## src/rtl/bp_commit_trace_aligner.sv

```systemverilog
// Aligns retired commits with their register writebacks into one trace record
// per instruction. Traps are carried through the commit queue with their cause.
// A sticky error state freezes the block until reset.
module bp_commit_trace_aligner #(
  parameter int unsigned vaddr_width_p    = 39,
  parameter int unsigned instr_width_p    = 32,
  parameter int unsigned dword_width_p    = 64,
  parameter int unsigned reg_addr_width_p = 5,
  parameter int unsigned els_p            = 8,
  parameter int unsigned timeout_p        = 1024
) (
  input  logic                        clk_i,
  input  logic                        reset_n_i,

  input  logic                        commit_v_i,
  input  logic [vaddr_width_p-1:0]    commit_pc_i,
  input  logic [instr_width_p-1:0]    commit_instr_i,
  input  logic                        commit_rd_w_v_i,
  input  logic [reg_addr_width_p-1:0] commit_rd_addr_i,
  input  logic                        interrupt_v_i,
  input  logic [dword_width_p-1:0]    cause_i,

  input  logic                        wb_v_i,
  input  logic [reg_addr_width_p-1:0] wb_addr_i,
  input  logic [dword_width_p-1:0]    wb_data_i,

  output logic                        trace_v_o,
  input  logic                        trace_ready_i,
  output logic [vaddr_width_p-1:0]    trace_pc_o,
  output logic [instr_width_p-1:0]    trace_instr_o,
  output logic                        trace_interrupt_o,
  output logic [dword_width_p-1:0]    trace_data_o,

  output logic                        error_o,
  output logic [2:0]                  error_code_o
);

  // Queue index width, pointer width (extra wrap bit), wait counter width.
  localparam int unsigned AW = $clog2(els_p);
  localparam int unsigned PW = AW + 1;
  localparam int unsigned WW = $clog2(timeout_p + 1);

  localparam logic [2:0] ERR_NONE   = 3'd0;
  localparam logic [2:0] ERR_CQ_OVF = 3'd1;
  localparam logic [2:0] ERR_WQ_OVF = 3'd2;
  localparam logic [2:0] ERR_ADDR   = 3'd3;
  localparam logic [2:0] ERR_TMO    = 3'd4;

  typedef enum logic {
    S_RUN   = 1'b0,
    S_ERROR = 1'b1
  } state_e;

  state_e r_state;
  state_e w_state_nxt;

  logic [2:0]  r_error_code;
  logic [2:0]  w_error_code_nxt;
  logic [WW-1:0] r_wait;

  // Commit queue storage
  logic [vaddr_width_p-1:0]    r_cq_pc    [els_p];
  logic [instr_width_p-1:0]    r_cq_instr [els_p];
  logic                        r_cq_rd_w  [els_p];
  logic [reg_addr_width_p-1:0] r_cq_rd    [els_p];
  logic                        r_cq_intr  [els_p];
  logic [dword_width_p-1:0]    r_cq_cause [els_p];
  logic [PW-1:0]               r_cq_wr_ptr;
  logic [PW-1:0]               r_cq_rd_ptr;

  // Writeback queue storage
  logic [reg_addr_width_p-1:0] r_wq_addr  [els_p];
  logic [dword_width_p-1:0]    r_wq_data  [els_p];
  logic [PW-1:0]               r_wq_wr_ptr;
  logic [PW-1:0]               r_wq_rd_ptr;

  logic w_run;
  logic w_cq_empty, w_cq_full, w_wq_empty, w_wq_full;
  logic w_cq_req, w_cq_push, w_cq_pop, w_wq_push, w_wq_pop;
  logic w_head_rd_w, w_head_intr, w_head_ready, w_waiting;
  logic w_trace_v, w_fire;
  logic w_err_cq, w_err_wq, w_err_addr, w_err_tmo;
  logic [AW-1:0] w_cq_head, w_wq_head;
  logic [dword_width_p-1:0] w_head_data;

  assign w_run = (r_state == S_RUN);

  assign w_cq_head  = r_cq_rd_ptr[AW-1:0];
  assign w_wq_head  = r_wq_rd_ptr[AW-1:0];
  assign w_cq_empty = (r_cq_wr_ptr == r_cq_rd_ptr);
  assign w_wq_empty = (r_wq_wr_ptr == r_wq_rd_ptr);
  assign w_cq_full  = (r_cq_wr_ptr[AW] != r_cq_rd_ptr[AW]) &&
                      (r_cq_wr_ptr[AW-1:0] == r_cq_rd_ptr[AW-1:0]);
  assign w_wq_full  = (r_wq_wr_ptr[AW] != r_wq_rd_ptr[AW]) &&
                      (r_wq_wr_ptr[AW-1:0] == r_wq_rd_ptr[AW-1:0]);

  // Push only when not full at the start of the cycle; a same-cycle pop does not make room.
  assign w_cq_req  = commit_v_i | interrupt_v_i;
  assign w_cq_push = w_run & w_cq_req & ~w_cq_full;
  assign w_wq_push = w_run & wb_v_i & ~w_wq_full;

  assign w_head_rd_w  = r_cq_rd_w[w_cq_head];
  assign w_head_intr  = r_cq_intr[w_cq_head];
  assign w_head_ready = ~w_cq_empty & (~w_head_rd_w | ~w_wq_empty);
  assign w_waiting    = ~w_cq_empty & w_head_rd_w & w_wq_empty;

  assign w_trace_v = w_run & w_head_ready;
  assign w_fire    = w_trace_v & trace_ready_i;
  assign w_cq_pop  = w_fire;
  assign w_wq_pop  = w_fire & w_head_rd_w;

  // Error sources, evaluated only while running.
  assign w_err_cq   = w_run & w_cq_req & w_cq_full;
  assign w_err_wq   = w_run & wb_v_i & w_wq_full;
  assign w_err_addr = w_fire & w_head_rd_w & (r_cq_rd[w_cq_head] != r_wq_addr[w_wq_head]);
  assign w_err_tmo  = w_run & (r_wait == WW'(timeout_p));

  // Record payload: writeback data, trap cause, or zero.
  always_comb begin
    w_head_data = '0;
    if (w_head_rd_w) begin
      w_head_data = r_wq_data[w_wq_head];
    end else if (w_head_intr) begin
      w_head_data = r_cq_cause[w_cq_head];
    end
  end

  assign trace_v_o         = w_trace_v;
  assign trace_pc_o        = w_trace_v ? r_cq_pc[w_cq_head]    : '0;
  assign trace_instr_o     = w_trace_v ? r_cq_instr[w_cq_head] : '0;
  assign trace_interrupt_o = w_trace_v & w_head_intr;
  assign trace_data_o      = w_trace_v ? w_head_data : '0;
  assign error_o           = (r_state == S_ERROR);
  assign error_code_o      = r_error_code;

  // State register and sticky error code.
  always_ff @(posedge clk_i or negedge reset_n_i) begin
    if (!reset_n_i) begin
      r_state      <= S_RUN;
      r_error_code <= ERR_NONE;
    end else begin
      r_state      <= w_state_nxt;
      r_error_code <= w_error_code_nxt;
    end
  end

  // Next state: leave RUN on the first error, latching the lowest code seen that cycle.
  always_comb begin
    w_state_nxt      = r_state;
    w_error_code_nxt = r_error_code;
    if (r_state == S_RUN) begin
      if (w_err_cq) begin
        w_state_nxt      = S_ERROR;
        w_error_code_nxt = ERR_CQ_OVF;
      end else if (w_err_wq) begin
        w_state_nxt      = S_ERROR;
        w_error_code_nxt = ERR_WQ_OVF;
      end else if (w_err_addr) begin
        w_state_nxt      = S_ERROR;
        w_error_code_nxt = ERR_ADDR;
      end else if (w_err_tmo) begin
        w_state_nxt      = S_ERROR;
        w_error_code_nxt = ERR_TMO;
      end
    end
  end

  // Saturating wait counter for a head entry starved of its writeback.
  always_ff @(posedge clk_i or negedge reset_n_i) begin
    if (!reset_n_i) begin
      r_wait <= '0;
    end else if (w_run) begin
      if (!w_waiting) begin
        r_wait <= '0;
      end else if (r_wait != WW'(timeout_p)) begin
        r_wait <= r_wait + WW'(1);
      end
    end
  end

  // Queue pointers; reset discards all queued entries.
  always_ff @(posedge clk_i or negedge reset_n_i) begin
    if (!reset_n_i) begin
      r_cq_wr_ptr <= '0;
      r_cq_rd_ptr <= '0;
      r_wq_wr_ptr <= '0;
      r_wq_rd_ptr <= '0;
    end else begin
      if (w_cq_push) r_cq_wr_ptr <= r_cq_wr_ptr + PW'(1);
      if (w_cq_pop)  r_cq_rd_ptr <= r_cq_rd_ptr + PW'(1);
      if (w_wq_push) r_wq_wr_ptr <= r_wq_wr_ptr + PW'(1);
      if (w_wq_pop)  r_wq_rd_ptr <= r_wq_rd_ptr + PW'(1);
    end
  end

  // Queue storage writes; contents are only observed behind valid pointers.
  always_ff @(posedge clk_i) begin
    if (w_cq_push) begin
      r_cq_pc[r_cq_wr_ptr[AW-1:0]]    <= commit_pc_i;
      r_cq_instr[r_cq_wr_ptr[AW-1:0]] <= commit_instr_i;
      r_cq_rd_w[r_cq_wr_ptr[AW-1:0]]  <= commit_rd_w_v_i & ~interrupt_v_i;
      r_cq_rd[r_cq_wr_ptr[AW-1:0]]    <= commit_rd_addr_i;
      r_cq_intr[r_cq_wr_ptr[AW-1:0]]  <= interrupt_v_i;
      r_cq_cause[r_cq_wr_ptr[AW-1:0]] <= cause_i;
    end
    if (w_wq_push) begin
      r_wq_addr[r_wq_wr_ptr[AW-1:0]] <= wb_addr_i;
      r_wq_data[r_wq_wr_ptr[AW-1:0]] <= wb_data_i;
    end
  end

endmodule

```

## config.mk

```make
export PLATFORM = sky130hd
export DESIGN_NAME = bp_commit_trace_aligner
export DESIGN_NICKNAME = d
export VERILOG_FILES = /design/src/rtl/bp_commit_trace_aligner.sv
export SDC_FILE = /design/constraint.sdc
export NUM_CORES = 2
export LEC_CHECK = 0
export CAP_MARGIN = 20
export CORE_MARGIN = 1
export CORE_UTILIZATION = 45
export CTS_CLUSTER_DIAMETER = 50
export DETAILED_ROUTE_END_ITERATION = 10
export PLACE_DENSITY = 0.67
export SETUP_SLACK_MARGIN = 0.4
export SLEW_MARGIN = 20
export SYNTH_ARGS = -nofsm -noshare
export SYNTH_HDL_FRONTEND = slang
export SYNTH_SLANG_ARGS = --single-unit
```

## constraint.sdc

```tcl
create_clock -name clk_i -period 15.8 [get_ports clk_i]
set_input_delay 4.74 -clock clk_i [delete_from_list [all_inputs] [get_ports clk_i]]
set_output_delay 4.74 -clock clk_i [all_outputs]
set_load 0.02 [all_outputs]
```

* Word-level counts from Yosys, hierarchy flattened
Memories as Yosys holds them, arrays and structs flattened. Index checks and enable logic that the tools add are counted. Widths: inputs -> output; s select.
Word-level totals: memories 8, word-level logic and storage cells 80, memory bits (writable) 1688, register bits after elaboration 31, input bits 216, output and inout port bits 141
Memories:
- r_cq_cause | depth 8, bits a word 64, rd ports 1, clocked after Yosys merged registers in 0, wr ports 1, RTL line 67 | logic [dword_width_p-1:0] r_cq_cause [els_p];
- r_wq_data | depth 8, bits a word 64, rd ports 1, clocked after Yosys merged registers in 0, wr ports 1, RTL line 73 | logic [dword_width_p-1:0] r_wq_data [els_p];
- r_cq_pc | depth 8, bits a word 39, rd ports 1, clocked after Yosys merged registers in 0, wr ports 1, RTL line 62 | logic [vaddr_width_p-1:0] r_cq_pc [els_p];
- r_cq_instr | depth 8, bits a word 32, rd ports 1, clocked after Yosys merged registers in 0, wr ports 1, RTL line 63 | logic [instr_width_p-1:0] r_cq_instr [els_p];
- r_cq_rd | depth 8, bits a word 5, rd ports 1, clocked after Yosys merged registers in 0, wr ports 1, RTL line 65 | logic [reg_addr_width_p-1:0] r_cq_rd [els_p];
- r_wq_addr | depth 8, bits a word 5, rd ports 1, clocked after Yosys merged registers in 0, wr ports 1, RTL line 72 | logic [reg_addr_width_p-1:0] r_wq_addr [els_p];
- +2 memories
Operators by class: add/sub/neg operators 5, bitwise logic cells 25, reduce and logical (&&, ||, !) cells 5, equality and inequality tests 10, mux-type cells 20
Operators with widths (count):
- $mux 64 | 3
- $mux 39 | 1
- $mux 32 | 1
- $mux 11 | 2
- $add 4x1->4 const B | 4
- $and 1x1->1 | 16
- $mux 3 | 4
- $add 11x1->11 const B | 1
- $eq 11x11->1 const B | 1
- $ne 11x11->1 const B | 1
- $mux 1 | 9
- $eq 4x4->1 | 2
- $not 1->1 | 7
- $eq 3x3->1 | 2
- $ne 5x5->1 | 1
- $reduce_and 2->1 | 2
- $reduce_bool 4->1 | 1
- $logic_and 1x1->1 | 2
- $ne 1x1->1 | 2
- $ne 2x1->1 const B | 1
- $or 1x1->1 | 2

* Longest topological paths before layout
word-level depth 12, mapped depth 9, mapped depth without buffers 7

* Worst setup path before layout
No wires, ideal clock.
path kind input to register, from input port interrupt_v_i, to memory r_cq_cause[0][0] (enable), stages on the path 4, buffers on the path 0, arrival time 14952 ps, required time 14983 ps, library setup time 817 ps, setup slack 31 ps, cell sequence o21bai_1 > a41oi_1 > nand2b_1 > nor3_1
On the way: word-level cells in the longest chain between the ends 5
Ends and longest elaborated chain:
- from (decl) | RTL line 20 | input logic interrupt_v_i,
- $or 1x1->1 | RTL line 98 | assign w_cq_req = commit_v_i | interrupt_v_i;
- $and 1x1->1 (2 in a row) | RTL line 99 | assign w_cq_push = w_run & w_cq_req & ~w_cq_full;
- $mux 1 | RTL line 198 | if (w_cq_push) begin
- $mux 1 (implied by the code) | RTL line 204 | r_cq_cause[r_cq_wr_ptr[AW-1:0]] <= cause_i;
- to (decl) | RTL line 67
No other way between the ends.

* Worst setup path after layout
from register r_cq_rd_ptr[1], to output port trace_data_o[6]
On the way: word-level cells in the longest chain between the ends 6, elaborated cells on any way between the ends 12, those cells by class eq/ne: 1; mux: 3; bitwise: 5; memory: 3
Ends and longest elaborated chain:
- from (decl) | RTL line 69 | logic [PW-1:0] r_cq_rd_ptr;
- from (signal assigned) | RTL line 190 | if (w_cq_pop) r_cq_rd_ptr <= r_cq_rd_ptr + PW'(1);
- $mem_v2 8x1
- $not 1->1 | RTL line 104 | assign w_head_ready = ~w_cq_empty & (~w_head_rd_w | ~w_wq_empty);
- $or 1x1->1 | RTL line 104
- $and 1x1->1 | RTL line 104
- $and 1x1->1 | RTL line 107 | assign w_trace_v = w_run & w_head_ready;
- $mux 64 (*) | RTL line 132 | assign trace_data_o = w_trace_v ? w_head_data : '0;
- to (decl) | RTL line 32 | output logic [dword_width_p-1:0] trace_data_o,
Every way passes the cells marked *; elsewhere a longest branch is shown, timed or not.

==> impl_metrics.yaml <==
setup_path:
  cp_max_fo: 67
  cp.required_ns: 11.06
  critPathCaptureType: "output pin"
  path_class: "reg2out"
  start_kind: "flip-flop"
  cp.arrival_ns: 6.29
floorplan:
  num_rows: 140
  die_w_um: 385.0
  core-area_um2: 145600
  dieArea_um2: 148200
  io_pins: 357
  fp.dieH_um: 385.0
  initial_core_util_pct: 45.34
route:
  routedWlPerCell_um: 27.39
  via_per_inst: 5.614
  drcViolationCount: 0
  vias: 30270
  drt_iter0_drc: 2331
  ant_nets: 0
  dr.pass1.iters: 5
  routed_wl_um: 147700
timing:
  min_period_over_period_pct: 69.83
  tns_ns: 0
  max_freq_ghz: 0.09063
  worstMarginPinSlew_ns: 1.060
  rsz0062_at_grt: "no"
  whs_ns: 0.4889
  finClkSkew_ns: 0.03023
  slew_viol_final: 0
  setup_viol: 0
  setup_ws_ns: 4.767
  slew_headroom_pct: 27.83
  period_minus_slack_ns: 11.03
  final-hold-violation-count: 0
cts:
  cts.path.max_buffers: 3
  postCtsSetupRepairBufs: 0
  htree_levels: 4
  cts_tree: "built"
  cts-resized-gates: 0
  clock_latency_ns: 0.79
  cts.hold.buffers_added: 0
  numCtsBuffers: 179
  clk_pin_slew_worst_paths_ns: 0.06
  cts.sinks: 1719
  cts-root-buf: "clkbuf_16"
global_routing:
  grt_use_total_pct: 20.00
  grt_max_degree: 123
  antenna_found_initial: 33
  grt_pass1_vias: 30670
  grt.overflow.total: 0
  grt_pass1_wl_um: 213100
synthesis:
  netlist.area_leader.share_pct: 76.80
  synth_area_leaders: "edfxtp_1, mux4_2, mux2i_1"
  ys_types: 47
  synth_area_per_cell_um2: 23.00
  synth_seq_cells: 1719
  syn_nets: 3092
  synth_top_area_cell: "edfxtp_1"
  synth.most_common_cell: "edfxtp_1"
  synth-edff-count: 1688
  ys.warnings.count: 0
  async_reset_ff_share_pct: 1.803
  synthFlopType: "edfxtp_1"
  netlist_area_um2: 66000
  synthTopCellsByCount: "edfxtp_1, mux4_2, mux2i_1, nor2_1, buf_2"
  synth_cells: 2870
  yosysSeqAreaShare_pct: 77.97
placement:
  place_ws_ns: 5.557
  place.port_buffers: 356
  gp_congestion: 0.7896
  dp_hpwl_um: 85440
power_and_ir_drop:
  p_int_mw: 9.262
  power-per-cell-area_nw_per_um2: 170.3
  power_frac_comb_pct: 27.8
  p_sw_mw: 3.967
  switching_share_pct: 29.99
  power_leakage_nw: 24.03
  clkPwrFrac_pct: 31.1
  ir_drop_mv: 0.1319
  seq_power_share_pct: 41.1
finish:
  layout-drive-gt1-share_pct: 22.21
  nets: 3532
  syn2layout_area_growth_pct: 17.71
  final_util_pct: 53.38
run_status:
  run_status: "finished clean"
hold_path:
  hold_class: "reg2reg"
flow_run:
  cap_viol_max_count: 0
logic make-up (layout without fill, tap and decap cells):
group	count (synthesis)	after routing	share of synthesized area (%)
adder cells (fa/ha/maj)	6	6	0.1137
AND/OR/NAND/NOR	224	224	1.446
other	0	8	0
XOR/XNOR	32	32	0.4246
buffers and inverters	159	756	1.207
multiplexers	638	638	17.71
flip-flops	1719	1719	77.97
AO/OA/AOI/OAI	92	92	1.132
path summary, 6_finish.rpt:
kind,start,to,slack (ns),cells after the start
worst max-delay path,r_cq_rd_ptr[1],trace_data_o[6],4.77,8
worst min-delay path,r_cq_rd_ptr[3],r_cq_rd_ptr[3],0.49,1
worst max register to register,r_cq_rd_ptr[1],r_cq_rd_ptr[1],10.60,10
worst min register to register,r_cq_rd_ptr[3],r_cq_rd_ptr[3],0.49,1
max in group asynchronous,reset_n_i,r_wq_rd_ptr[2],11.09,2
min in group asynchronous,reset_n_i,r_wait[2],4.35,2
flip-flops by register name (all words and copies together) (netlist names), 8 cells and up:
register / flops
r_cq_rd: 40
r_cq_intr: 8
r_wait: 11
r_wq_data: 512
r_cq_pc: 312
r_wq_addr: 40
r_cq_rd_w: 8
r_cq_cause: 512
r_cq_instr: 256
routing by layer:
layer  part of all wire [%]  track usage (%)  vias to the layer above  wire length (um)
met5                   0.14                0                        -               205
met4                    2.6            6.797                       32              3786
met3                    6.7            4.764                      233              9824
met2                     49            31.36                      967             71820
met1                     42            27.60                    16040             62060
li1                       -                -                    13000                 -
worst max-delay path: stages (launching register included):
cell and delay, ns:
dfrtp_4 0.61, buf_4 0.83, mux4_2 0.44, mux2i_4 0.82, buf_4 0.73, nand2_4 0.66, o22a_1 0.42, nor2_1 0.13
clkdlybuf4s50_1 0.65
through the flow:
step	power, mW	cell area, um^2	instances
after floorplan	8.012	66010	2870
after detailed placement	9.286	71840	5046
final	13.23	77700	5392
after global routing	13.75	77690	5390
after global placement	9.260	71820	5045
after CTS	13.40	77670	5384
power groups by stage:
stage	Sequential [mW]	Clock [mW]	Combinational (mW)
floorplan	5.45	0	2.57
global placement	5.53	0	3.73
detailed placement	5.54	0	3.75
CTS	5.45	4.20	3.76
global route	5.47	4.36	3.92
finish	5.44	4.12	3.67
cell type report:
class                      count  area [um^2]
inverter                       5        18.77
timing repair buffer         413         4058
clock buffer                 217         4707
fill                       11000        67870
antenna                        8        20.02
multi-input combinational    992        13880
tap                         1917         2399
clock inverter               121         1125
sequential                  1719        51490
placed cells by master, fill, tap and decap left out, types with 6 or more instances in the layout:
master	synthesis	final
inv_6	0	9
nor4_1	6	6
mux4_2	422	422
xor2_1	18	18
ha_1	6	6
clkbuf_1	36	34
dfrtp_4	0	6
nand2_1	17	17
o22a_1	64	64
xnor2_1	14	14
clkdlybuf4s50_1	0	356
nand2b_1	7	7
clkinv_1	0	44
edfxtp_1	1688	1688
dfrtp_1	31	25
buf_4	14	51
nor2_4	0	12
clkinv_2	0	28
diode_2	0	8
nor2_1	157	145
nor3_1	13	9
bufinv_16	0	13
clkbuf_16	0	183
o21ai_0	7	7
mux2i_1	209	209
clkinvlp_4	0	11
(Power assumes the default switching activity.)
